**config.mk**
```make
export PLATFORM = sky130hd
export DESIGN_NAME = pc_sequencer
export DESIGN_NICKNAME = d
export VERILOG_FILES = /design/src/rtl/pc_sequencer.sv
export SDC_FILE = /design/constraint.sdc
export NUM_CORES = 1
export LEC_CHECK = 0
export CORE_UTILIZATION = 46
export CTS_CLUSTER_DIAMETER = 100
export DETAILED_ROUTE_END_ITERATION = 10
export HOLD_SLACK_MARGIN = 0.06
export PLACE_DENSITY = 0.91
export SLEW_MARGIN = 40
export SYNTH_ARGS = -nofsm -noshare
export SYNTH_HDL_FRONTEND = slang
export SYNTH_SLANG_ARGS = --single-unit
export TNS_END_PERCENT = 30
```
**constraint.sdc**
```tcl
create_clock -name Clk -period 3.95 [get_ports Clk]
set_clock_uncertainty 0.2 [all_clocks]
set_input_delay 1.185 -clock Clk [delete_from_list [all_inputs] [get_ports Clk]]
set_output_delay 1.185 -clock Clk [all_outputs]
set_load 0.02 [all_outputs]
```
**src/rtl/pc_sequencer.sv**
```systemverilog
// Program-counter sequencer: IDLE/RUN/DONE control with a branch-offset next-PC path.
// Registered outputs, one-cycle next-PC latency; no backpressure, Ack held until Start drops.
module pc_sequencer (
  input  logic        Clk,
  input  logic        Reset,
  input  logic        Start,
  input  logic [9:0]  StartAddr,
  input  logic        Halt,
  input  logic        BranchEn,
  input  logic        Zero,
  input  logic [3:0]  TargetSel,
  output logic [3:0]  LutIndex,
  input  logic [10:0] LutOut,
  output logic [9:0]  ProgCtr,
  output logic        Running,
  output logic        Ack,
  output logic [15:0] InstrCount
);

  typedef enum logic [1:0] {
    IDLE = 2'd0,
    RUN  = 2'd1,
    DONE = 2'd2
  } state_t;

  state_t      state, state_nxt;
  logic [9:0]  pc_nxt;
  logic [15:0] cnt_nxt;
  logic        branch_taken;

  assign LutIndex     = TargetSel;
  assign branch_taken = BranchEn && !Zero;

  always_ff @(posedge Clk) begin
    if (Reset) begin
      state      <= IDLE;
      ProgCtr    <= '0;
      InstrCount <= '0;
    end else begin
      state      <= state_nxt;
      ProgCtr    <= pc_nxt;
      InstrCount <= cnt_nxt;
    end
  end

  always_comb begin
    state_nxt = state;
    pc_nxt    = ProgCtr;
    cnt_nxt   = InstrCount;
    unique case (state)
      IDLE: begin
        if (Start) begin
          state_nxt = RUN;
          pc_nxt    = StartAddr;
          cnt_nxt   = '0;
        end
      end
      RUN: begin
        cnt_nxt = (InstrCount == 16'hFFFF) ? InstrCount : InstrCount + 16'd1;
        if (Halt) begin
          state_nxt = DONE;
        end else if (branch_taken) begin
          // 11-bit add then drop the top bit: same as sign-extend and wrap mod 1024
          pc_nxt = 10'({1'b0, ProgCtr} + LutOut);
        end else begin
          pc_nxt = ProgCtr + 10'd1;
        end
      end
      DONE: begin
        if (!Start) state_nxt = IDLE;
      end
      default: state_nxt = IDLE;
    endcase
  end

  always_comb begin
    Running = (state == RUN);
    Ack     = (state == DONE);
  end

endmodule

```
==> results of run 1 <==
## power groups by stage
stage / combinational (uW) / clock (uW) / sequential, uW
floorplan: 104 / 0 / 330
global placement: 187 / 0 / 317
detailed placement: 192 / 0 / 317
CTS: 194 / 235 / 310
global route: 212 / 247 / 313
finish: 194 / 227 / 310
## synthesized netlist by cell type, drive strengths merged, types with 2 or more instances
| cell type | count | area (sq um) |
|---|---|---|
| buf | 8 | 56.3 |
| nor3 | 7 | 35.0 |
| nand3b | 2 | 15.0 |
| a21o | 4 | 30.0 |
| ha | 10 | 125 |
| inv | 5 | 18.8 |
| or3 | 5 | 31.3 |
| nor2b | 2 | 12.5 |
| o211ai | 2 | 15.0 |
| and2 | 9 | 56.3 |
| and4 | 4 | 35.0 |
| a211o | 3 | 26.3 |
| o21ai | 19 | 95.1 |
| nand2 | 20 | 77.6 |
| a21oi | 9 | 48.8 |
| nor2 | 27 | 104 |
| xor2 | 9 | 78.8 |
| and3 | 3 | 20.0 |
| nand4 | 5 | 37.5 |
| a31oi | 3 | 18.8 |
| nor4 | 2 | 12.5 |
| xnor2 | 4 | 35.0 |
| a311oi | 4 | 35.0 |
| mux2i | 2 | 20.0 |
| a211oi | 4 | 30.0 |
| o311ai | 4 | 52.6 |
| nand3 | 9 | 57.6 |
| clkbuf | 2 | 7.51 |
| a22o | 2 | 17.5 |
| dfxtp | 28 | 561 |
| nand2b | 4 | 25.0 |
## critical path: stages
cell and delay [ps]:
clkdlybuf4s50_1 470, nor2b_1 130, buf_4 160, nand2b_1 60, ha_1 210, fa_1 390
a211oi_1 310, o21ai_0 170, a31oi_1 260, xor2_1 200, o21ai_1 90
## worst max path at each step
stage | to | depth (start not counted)
2_1_floorplan | ProgCtr[6] | 9
3_3_place_gp | ProgCtr[8] | 11
3_5_place_dp | ProgCtr[8] | 11
5_1_grt | ProgCtr[8] | 11
4_1_cts | ProgCtr[8] | 11
6_report | ProgCtr[8] | 11
## through the flow
step                      setup slack [ps]  power [uW]  std cells  hold slack [ps]  instance area (sq um)
after floorplan                        645         434        229              325                   1880
after global placement                 102         504        325              274                   2440
after detailed placement              20.3         509        325              273                   2450
after CTS                              321         739        329              288                   2520
after global routing                   164         773        329              312                   2520
final                                  289         730        329              284                   2520
## state kept, by name, summed over array words and instances, names as in the netlist
name and count:
state 2, ProgCtr 10, InstrCount 16
## layer usage
layer	track usage, %	vias to the layer above	part of all wire, %
li1	-	940	-
met1	24.5	871	44
met2	39.5	59	51
met3	4.31	4	4.9
met4	4.89	0	0.62
met5	0	-	0
## layout make-up
class / count / area, sq um / share of cell area [%]
Clock buffer: 3 / 41.3 / 1.64
Clock inverter: 1 / 30.0 / 1.19
Inverter: 5 / 18.8 / 0.746
Multi-Input combinational cell: 186 / 1240 / 49.2
Sequential cell: 28 / 561 / 22.3
Tap cell: 48 / 60.1 / 2.39
Timing Repair Buffer: 58 / 568 / 22.6
## cell families (layout without fill, tap and decap cells)
logic type	count (synthesis)	in the layout	share of synthesized area [%]
flip-flops	28	28	29.8
multiplexers	3	3	1.67
buffers and inverters	15	67	4.40
XOR/XNOR	13	13	6.06
AO/OA/AOI/OAI	60	60	22.7
AND/OR/NAND/NOR	99	99	27.6
adder cells (fa/ha/maj)	11	11	7.73
==> results_dict.tcl, run 1 <==
set metrics [dict create \
    hold_violations 0 \
    synth_warnings 0 \
    syn_nets 271 \
    first_pass_iters 5 \
    final_common_cell "clkdlybuf4s50_1" \
    r2r_start "ProgCtr[0]" \
    cts_setup_buffers 0 \
    antenna_found_initial 0 \
    ctsHtreeMaxLevel 1 \
    start_util_pct 49.4 \
    core_area_sq_mm 0.00380 \
    path_clk_slew_ps 100 \
    critical_path_class "primary input to flop" \
    comb_power_share_pct 26.5 \
    die_h_microns 65.9 \
    final_cell_mix "clkdlybuf4s50_1, dfxtp_1, nor2_1" \
    synth-seq-cells 28 \
    p_leak_uw 0.000945 \
    cts_root_buf "clkbuf_8" \
    postRouteWirelength_microns 4380 \
    die_x_microns 65.9 \
    fillers 326 \
    portBuffers 53 \
    grt_overflow 0 \
    grt_pass1_vias 1731 \
    p_per_area_mw_per_mm2 290 \
    endpoint_kind "flop" \
    ioPinCount 63 \
    slew_headroom_pct 61.7 \
    grt_first_pass_wirelength_microns 7310 \
    cts_tree "built" \
    viasPerCell 5.70 \
    nets 324 \
    cp-startpoint "BranchEn" \
    area_growth_pct 34.0 \
    drt_iter0_drc 112 \
    cts_max_path_buffers 2 \
    grt_setup_unrepaired "false" \
    drc 0 \
    setup-tns-final_ps 0 \
    fin_util_pct 66.3 \
    power.share.switching_pct 27.9 \
    ctsHoldBuffers 0 \
    hold_path.class "flop to flop" \
    ant_nets 0 \
    synth_cell_types 50 \
    power.switching_uw 204 \
    pwr-share-seq_pct 42.5 \
    dieArea_sq_mm 0.00434 \
    drv_cap 0 \
    cts_resized 0 \
    worstSetupStartpointType "primary input" \
    hold_path_end "ProgCtr[2]" \
    hpwl_microns 3310 \
    avgSynthCellArea_sq_um 8.20 \
    syn_inst 229 \
    async_flop_share_pct 0 \
    worstReg2RegEnd "ProgCtr[8]" \
    synth_edf_count 0 \
    p_int_uw 526 \
    drt-wirelength-per-cell_microns 13.3 \
    gr-usage-all-layers_pct 21.3 \
    antenna_cells 0 \
    rr_worst_depth 7 \
    rows 22 \
    finalSetupViolCount 0 \
    ff2ff_setup_slack_ps 1670 \
    power_frac_clock_pct 31.0 \
    tightestPinTransition_ps 574 \
    grt_max_degree 17 \
    ir_drop_mv 0.292 \
    ys_seq_area_share_pct 29.8 \
    fin_crit_sh_pct 92.7 \
    cts_buffers 3 \
    drv_slew 0 \
    drive_above_1_share_pct 7.47 \
    place.gp.congestion 0.916 \
    clkLatencyLatePin_ps 270 \
    synth-main-ff-cell "dfxtp_1" \
    period_needed_ps 3660 \
    critPathMaxFanout 9 \
    via_count 1874 \
    cts_sinks 28 \
    status "finished clean" \
    fmaxAchievable_mhz 273 \
    required_ps 3920 \
    netlist_area_sq_mm 0.00188 \
    worst-endpoint-arrival_ps 3630 \
    min-delay-start "ProgCtr[2]" \
    hold_path_depth 2 \
]
No activity file was read; power rests on OpenSTA's default activity.
==> inputs of run 2 (changes only) <==
--- a/config.mk
+++ b/config.mk
@@ -7,6 +7,7 @@
 export LEC_CHECK = 0
 export CORE_UTILIZATION = 46
 export CTS_CLUSTER_DIAMETER = 100
+export CTS_CLUSTER_SIZE = 25
 export DETAILED_ROUTE_END_ITERATION = 10
 export HOLD_SLACK_MARGIN = 0.06
 export PLACE_DENSITY = 0.91
==> constraint.sdc (replaced) <==
create_clock -name Clk -period 3.95 [get_ports Clk]
set_clock_uncertainty 0.2 [all_clocks]
set_input_delay 0.79 -clock Clk [delete_from_list [all_inputs] [get_ports Clk]]
set_output_delay 0.79 -clock Clk [all_outputs]
set_load 0.02 [all_outputs]
==> results_dict.tcl, run 2 (synthesized netlist as in run 1, its figures left out) <==
set metrics [dict create \
    ir_drop_mv 0.250 \
    cts_setup_buffers 0 \
    drt_iter0_drc 132 \
    cts_tree "built" \
    grt_max_degree 17 \
    clkLatencyLatePin_ps 280 \
    slew_headroom_pct 50.0 \
    hold_path.class "flop to flop" \
    drv_slew 0 \
    instances_no_fill 325 \
    power.share.switching_pct 28.2 \
    pwr-share-seq_pct 42.7 \
    grt_first_pass_wirelength_microns 7670 \
    fmaxAchievable_mhz 308 \
    cts_resized 0 \
    place.gp.congestion 0.890 \
    grt_pass1_vias 1822 \
    die_x_microns 65.9 \
    cts_sinks 28 \
    antenna_found_initial 0 \
    period_needed_ps 3250 \
    drive_above_1_share_pct 6.14 \
    fillers 337 \
    power_frac_clock_pct 31.3 \
    worst-endpoint-arrival_ps 3220 \
    nets 320 \
    hold_violations 0 \
    rows 22 \
    power.switching_uw 205 \
    ant_nets 0 \
    multi_input_area_sq_mm 0.00124 \
    final_cell_mix "clkdlybuf4s50_1, dfxtp_1, nor2_1" \
    final_common_cell "clkdlybuf4s50_1" \
    first_pass_iters 4 \
    top_regs "InstrCount x16, ProgCtr x10, state x2" \
    top_register "InstrCount" \
    endpoint_kind "flop" \
    area_growth_pct 32.4 \
    max_stage_delay_ps 470 \
    grt_overflow 0 \
    dieArea_sq_mm 0.00434 \
    critical_path_class "primary input to flop" \
    finalSetupViolCount 0 \
    crit_chain "clkdlybuf4s50_1, nor2b_1, buf_4, nand2b_1, ha_1, fa_1, a211oi_1, o21ai_0, a31oi_1, xor2_1, o21ai_1" \
    gr-usage-all-layers_pct 22.5 \
    cp_slowest_cell "clkdlybuf4s50_1" \
    setup-tns-final_ps 0 \
    required_ps 3930 \
    ctsHoldBuffers 0 \
    p_int_uw 523 \
    start_util_pct 49.4 \
    place_inst 321 \
    antenna_cells 0 \
    register_area_sq_um 561 \
    portBuffers 53 \
    ioPinCount 63 \
    viasPerCell 5.78 \
    p_per_area_mw_per_mm2 293 \
    largest_register_ffs 16 \
    drc 0 \
    fin_util_pct 65.5 \
    core_area_sq_mm 0.00380 \
    drt-wirelength-per-cell_microns 13.8 \
    tightestPinTransition_ps 751 \
    critPathMaxFanout 9 \
    hpwl_microns 3320 \
    cts_root_buf "clkbuf_8" \
    worstSetupStartpointType "primary input" \
    comb_power_share_pct 26.0 \
    drv_cap 0 \
    ctsHtreeMaxLevel 1 \
    postRouteWirelength_microns 4480 \
    via_count 1877 \
    cts_max_path_buffers 2 \
    fin_crit_sh_pct 82.2 \
    die_h_microns 65.9 \
    p_leak_uw 0.000926 \
    path_clk_slew_ps 100 \
    cts_buffers 3 \
    grt_setup_unrepaired "false" \
    status "finished clean" \
]
run 2: worst max-delay path, delay by kind of cell:
family	cells	cell delay (ps)
buffers and inverters	2	640
xor gates and xnor gates	1	160
and+or+nand+nor	2	210
AOI/OAI and AO/OA	4	790
adders and majority gates	2	640
run 2: cell type report:
cell class,instances,share of cell area [%]
multi-input cells,186,49.8
clock inverters,1,1.21
flip-flops and latches,28,22.5
inverters,5,0.755
well taps,48,2.41
repair buffers,54,21.6
clock buffers,3,1.66
run 2: final timing paths:
check	from	to	slack, ps	depth (start not counted)
min reg2reg	ProgCtr[2]	ProgCtr[2]	280	2
min	ProgCtr[2]	ProgCtr[2]	280	2
max reg2reg	ProgCtr[0]	ProgCtr[8]	1690	7
max	BranchEn	ProgCtr[8]	700	11
run 2: metrics by stage:
step | total power (uW) | hold WS [ps] | setup WS [ps] | cell area (sq um)
2_1_floorplan | 434 | 325 | 1040 | 1880
4_1_cts | 733 | 291 | 725 | 2490
3_5_place_dp | 504 | 280 | 419 | 2420
5_1_grt | 766 | 322 | 506 | 2490
6_report | 728 | 285 | 702 | 2490
3_3_place_gp | 499 | 273 | 457 | 2410
run 2: routing by layer:
layer,vias to the layer above,global-route usage (%),routed length [microns]
li1,939,-,-
met1,875,25.1,1960
met2,59,41.8,2250
met3,4,5.17,235
met4,0,6.25,30
met5,-,0,0
run 2: power by group through the flow:
stage          clock network [uW]  logic [uW]  registers, uW
2_1_floorplan                   0         104            330
3_3_place_gp                    0         183            317
3_5_place_dp                    0         187            317
4_1_cts                       234         189            310
5_1_grt                       245         208            313
6_report                      228         189            311
==> inputs of run 3 (changes only) <==
==> constraint.sdc (replaced) <==
create_clock -name Clk -period 3.2 [get_ports Clk]
set_clock_uncertainty 0.2 [all_clocks]
set_input_delay 0.64 -clock Clk [delete_from_list [all_inputs] [get_ports Clk]]
set_output_delay 0.64 -clock Clk [all_outputs]
set_load 0.02 [all_outputs]
==> results_dict.tcl, run 3 (synthesized netlist as in run 1, its figures left out) <==
set metrics [dict create \
    status "finished clean" \
    cts_setup_buffers 0 \
    dieArea_sq_mm 0.00434 \
    fin_crit_sh_pct 93.7 \
    postRouteWirelength_microns 4820 \
    ir_drop_mv 0.230 \
    cts_root_buf "clkbuf_8" \
    grt_max_degree 17 \
    slew_headroom_pct 58.1 \
    final_common_cell "clkdlybuf4s50_1" \
    grt.met1_usage_pct 28.7 \
    cts_max_path_buffers 2 \
    critPathMaxFanout 9 \
    tightestPinTransition_ps 627 \
    antenna_found_initial 0 \
    cts_buffers 3 \
    place_inst 329 \
    grt_pass1_vias 1880 \
    drt_iter0_drc 123 \
    cts_sinks 28 \
    period_needed_ps 3000 \
    ctsHoldBuffers 0 \
    place.gp.congestion 0.901 \
    hpwl_microns 3600 \
    start_util_pct 49.4 \
    die_h_microns 65.9 \
    area_growth_pct 34.8 \
    cp_slowest_cell "clkdlybuf4s50_1" \
    endpoint_kind "flop" \
    pre_cts_slack_ps -208 \
    ant_nets 0 \
    clkLatencyLatePin_ps 280 \
    finalSetupViolCount 0 \
    hold_path.class "flop to flop" \
    drc 0 \
    portBuffers 53 \
    ctsHtreeMaxLevel 1 \
    ff2ff_setup_slack_ps 1050 \
    drv_slew 0 \
    final.setup.worst_slack_ps 200 \
    crit_chain "clkdlybuf4s50_1, nor2b_1, buf_4, nand2b_1, ha_1, fa_1, a211oi_2, nor2_1, nor4_1, o21ai_1, a311oi_1" \
    cts_tree "built" \
    grt_first_pass_wirelength_microns 8160 \
    gr-usage-all-layers_pct 24.1 \
    drive_above_1_share_pct 8.77 \
    r2r_start "ProgCtr[0]" \
    use_met2_pct 43.5 \
    power.switching_uw 256 \
    viasPerCell 5.80 \
    via_count 1931 \
    max_stage_delay_ps 470 \
    cts_resized 0 \
    ioPinCount 63 \
    p_int_uw 601 \
    instances_no_fill 333 \
    power_frac_clock_pct 25.7 \
    top_register "InstrCount" \
    worst-endpoint-arrival_ps 2990 \
    cpLargestDelayFamily "buffers and inverters" \
    p_per_area_mw_per_mm2 339 \
    pwr-share-seq_pct 44.8 \
    grt_overflow 0 \
    hold_violations 0 \
    fin_util_pct 66.7 \
    cp-startpoint "BranchEn" \
    final_cell_mix "clkdlybuf4s50_1, dfxtp_1, nor2_1" \
    gr-max-usage-layer "met2" \
    nets 328 \
    grt_setup_unrepaired "true" \
    crit_buf_inv 2 \
    first_pass_iters 4 \
    rows 22 \
    path_clk_slew_ps 90 \
    drv_cap 0 \
    worstReg2RegEnd "ProgCtr[6]" \
    core_area_sq_mm 0.00380 \
    hold_path_depth 2 \
    crit_path_end "ProgCtr[6]" \
    critical_path_class "primary input to flop" \
    worstSetupPathDepth 11 \
    die_x_microns 65.9 \
    p_leak_uw 0.000959 \
    largest_register_ffs 16 \
    drt-wirelength-per-cell_microns 14.5 \
    use_met3_pct 2.59 \
    required_ps 3190 \
    power.share.switching_pct 29.9 \
    comb_power_share_pct 29.5 \
    fmaxAchievable_mhz 333 \
    worstSetupStartpointType "primary input" \
    rr_worst_depth 7 \
    antenna_cells 0 \
    top_regs "InstrCount x16, ProgCtr x10, state x2" \
]
[run 3: cell types whose count changed in the layout (fill, tap and decap cells not counted)]
cell,before,now
o21ai_1,8,9
a211oi_2,0,1
o21ai_2,1,0
bufinv_16,1,0
buf_4,1,9
clkbuf_8,3,4
a211oi_1,4,3
[run 3: layout make-up]
class	instances	area, sq um
tap	48	60.1
inverter	5	18.8
multi-input combinational	186	1240
sequential	28	561
timing repair buffer	62	598
clock buffer	4	55.1
fill	348	1270
[run 3: per-layer routing]
| layer | part of all wire (%) | wire (microns) |
|---|---|---|
| met5 | 0 | 0 |
| met4 | 1.9 | 93 |
| met3 | 4.6 | 220 |
| met2 | 51 | 2470 |
| met1 | 42 | 2040 |
[run 3: worst reg2reg max path: stages, from the launching register on]
cell      delay (ps)
dfxtp_1          340
ha_1             230
fa_1             410
a211oi_2         240
nor2_1           110
nor4_1           180
o21ai_1          100
a311oi_1         250
[run 3: how the worst min path moves through the flow]
stage | from | to | slack, ps
2_1_floorplan | state[1] | state[1] | 330
3_3_place_gp | ProgCtr[2] | ProgCtr[2] | 270
3_5_place_dp | ProgCtr[2] | ProgCtr[2] | 280
4_1_cts | ProgCtr[2] | ProgCtr[2] | 300
5_1_grt | ProgCtr[2] | ProgCtr[2] | 340
6_report | ProgCtr[2] | ProgCtr[2] | 300
[run 3: through the flow]
stage | instance area (sq um) | power (uW) | setup TNS (ps) | hold WS (ps)
3_5_place_dp | 2470 | 640 | -578 | 283
3_3_place_gp | 2470 | 633 | -175 | 270
2_1_floorplan | 1880 | 536 | 0 | 325
4_1_cts | 2530 | 863 | 0 | 300
5_1_grt | 2530 | 906 | -46.2 | 341
6_report | 2530 | 857 | 0 | 299
[run 3: power by group through the flow]
stage               registers (uW)  logic, uW  clock network [uW]
floorplan                      407        129                   0
global placement               391        242                   0
global route                   387        276                 243
finish                         384        253                 221
detailed placement             391        249                   0
CTS                            383        250                 229
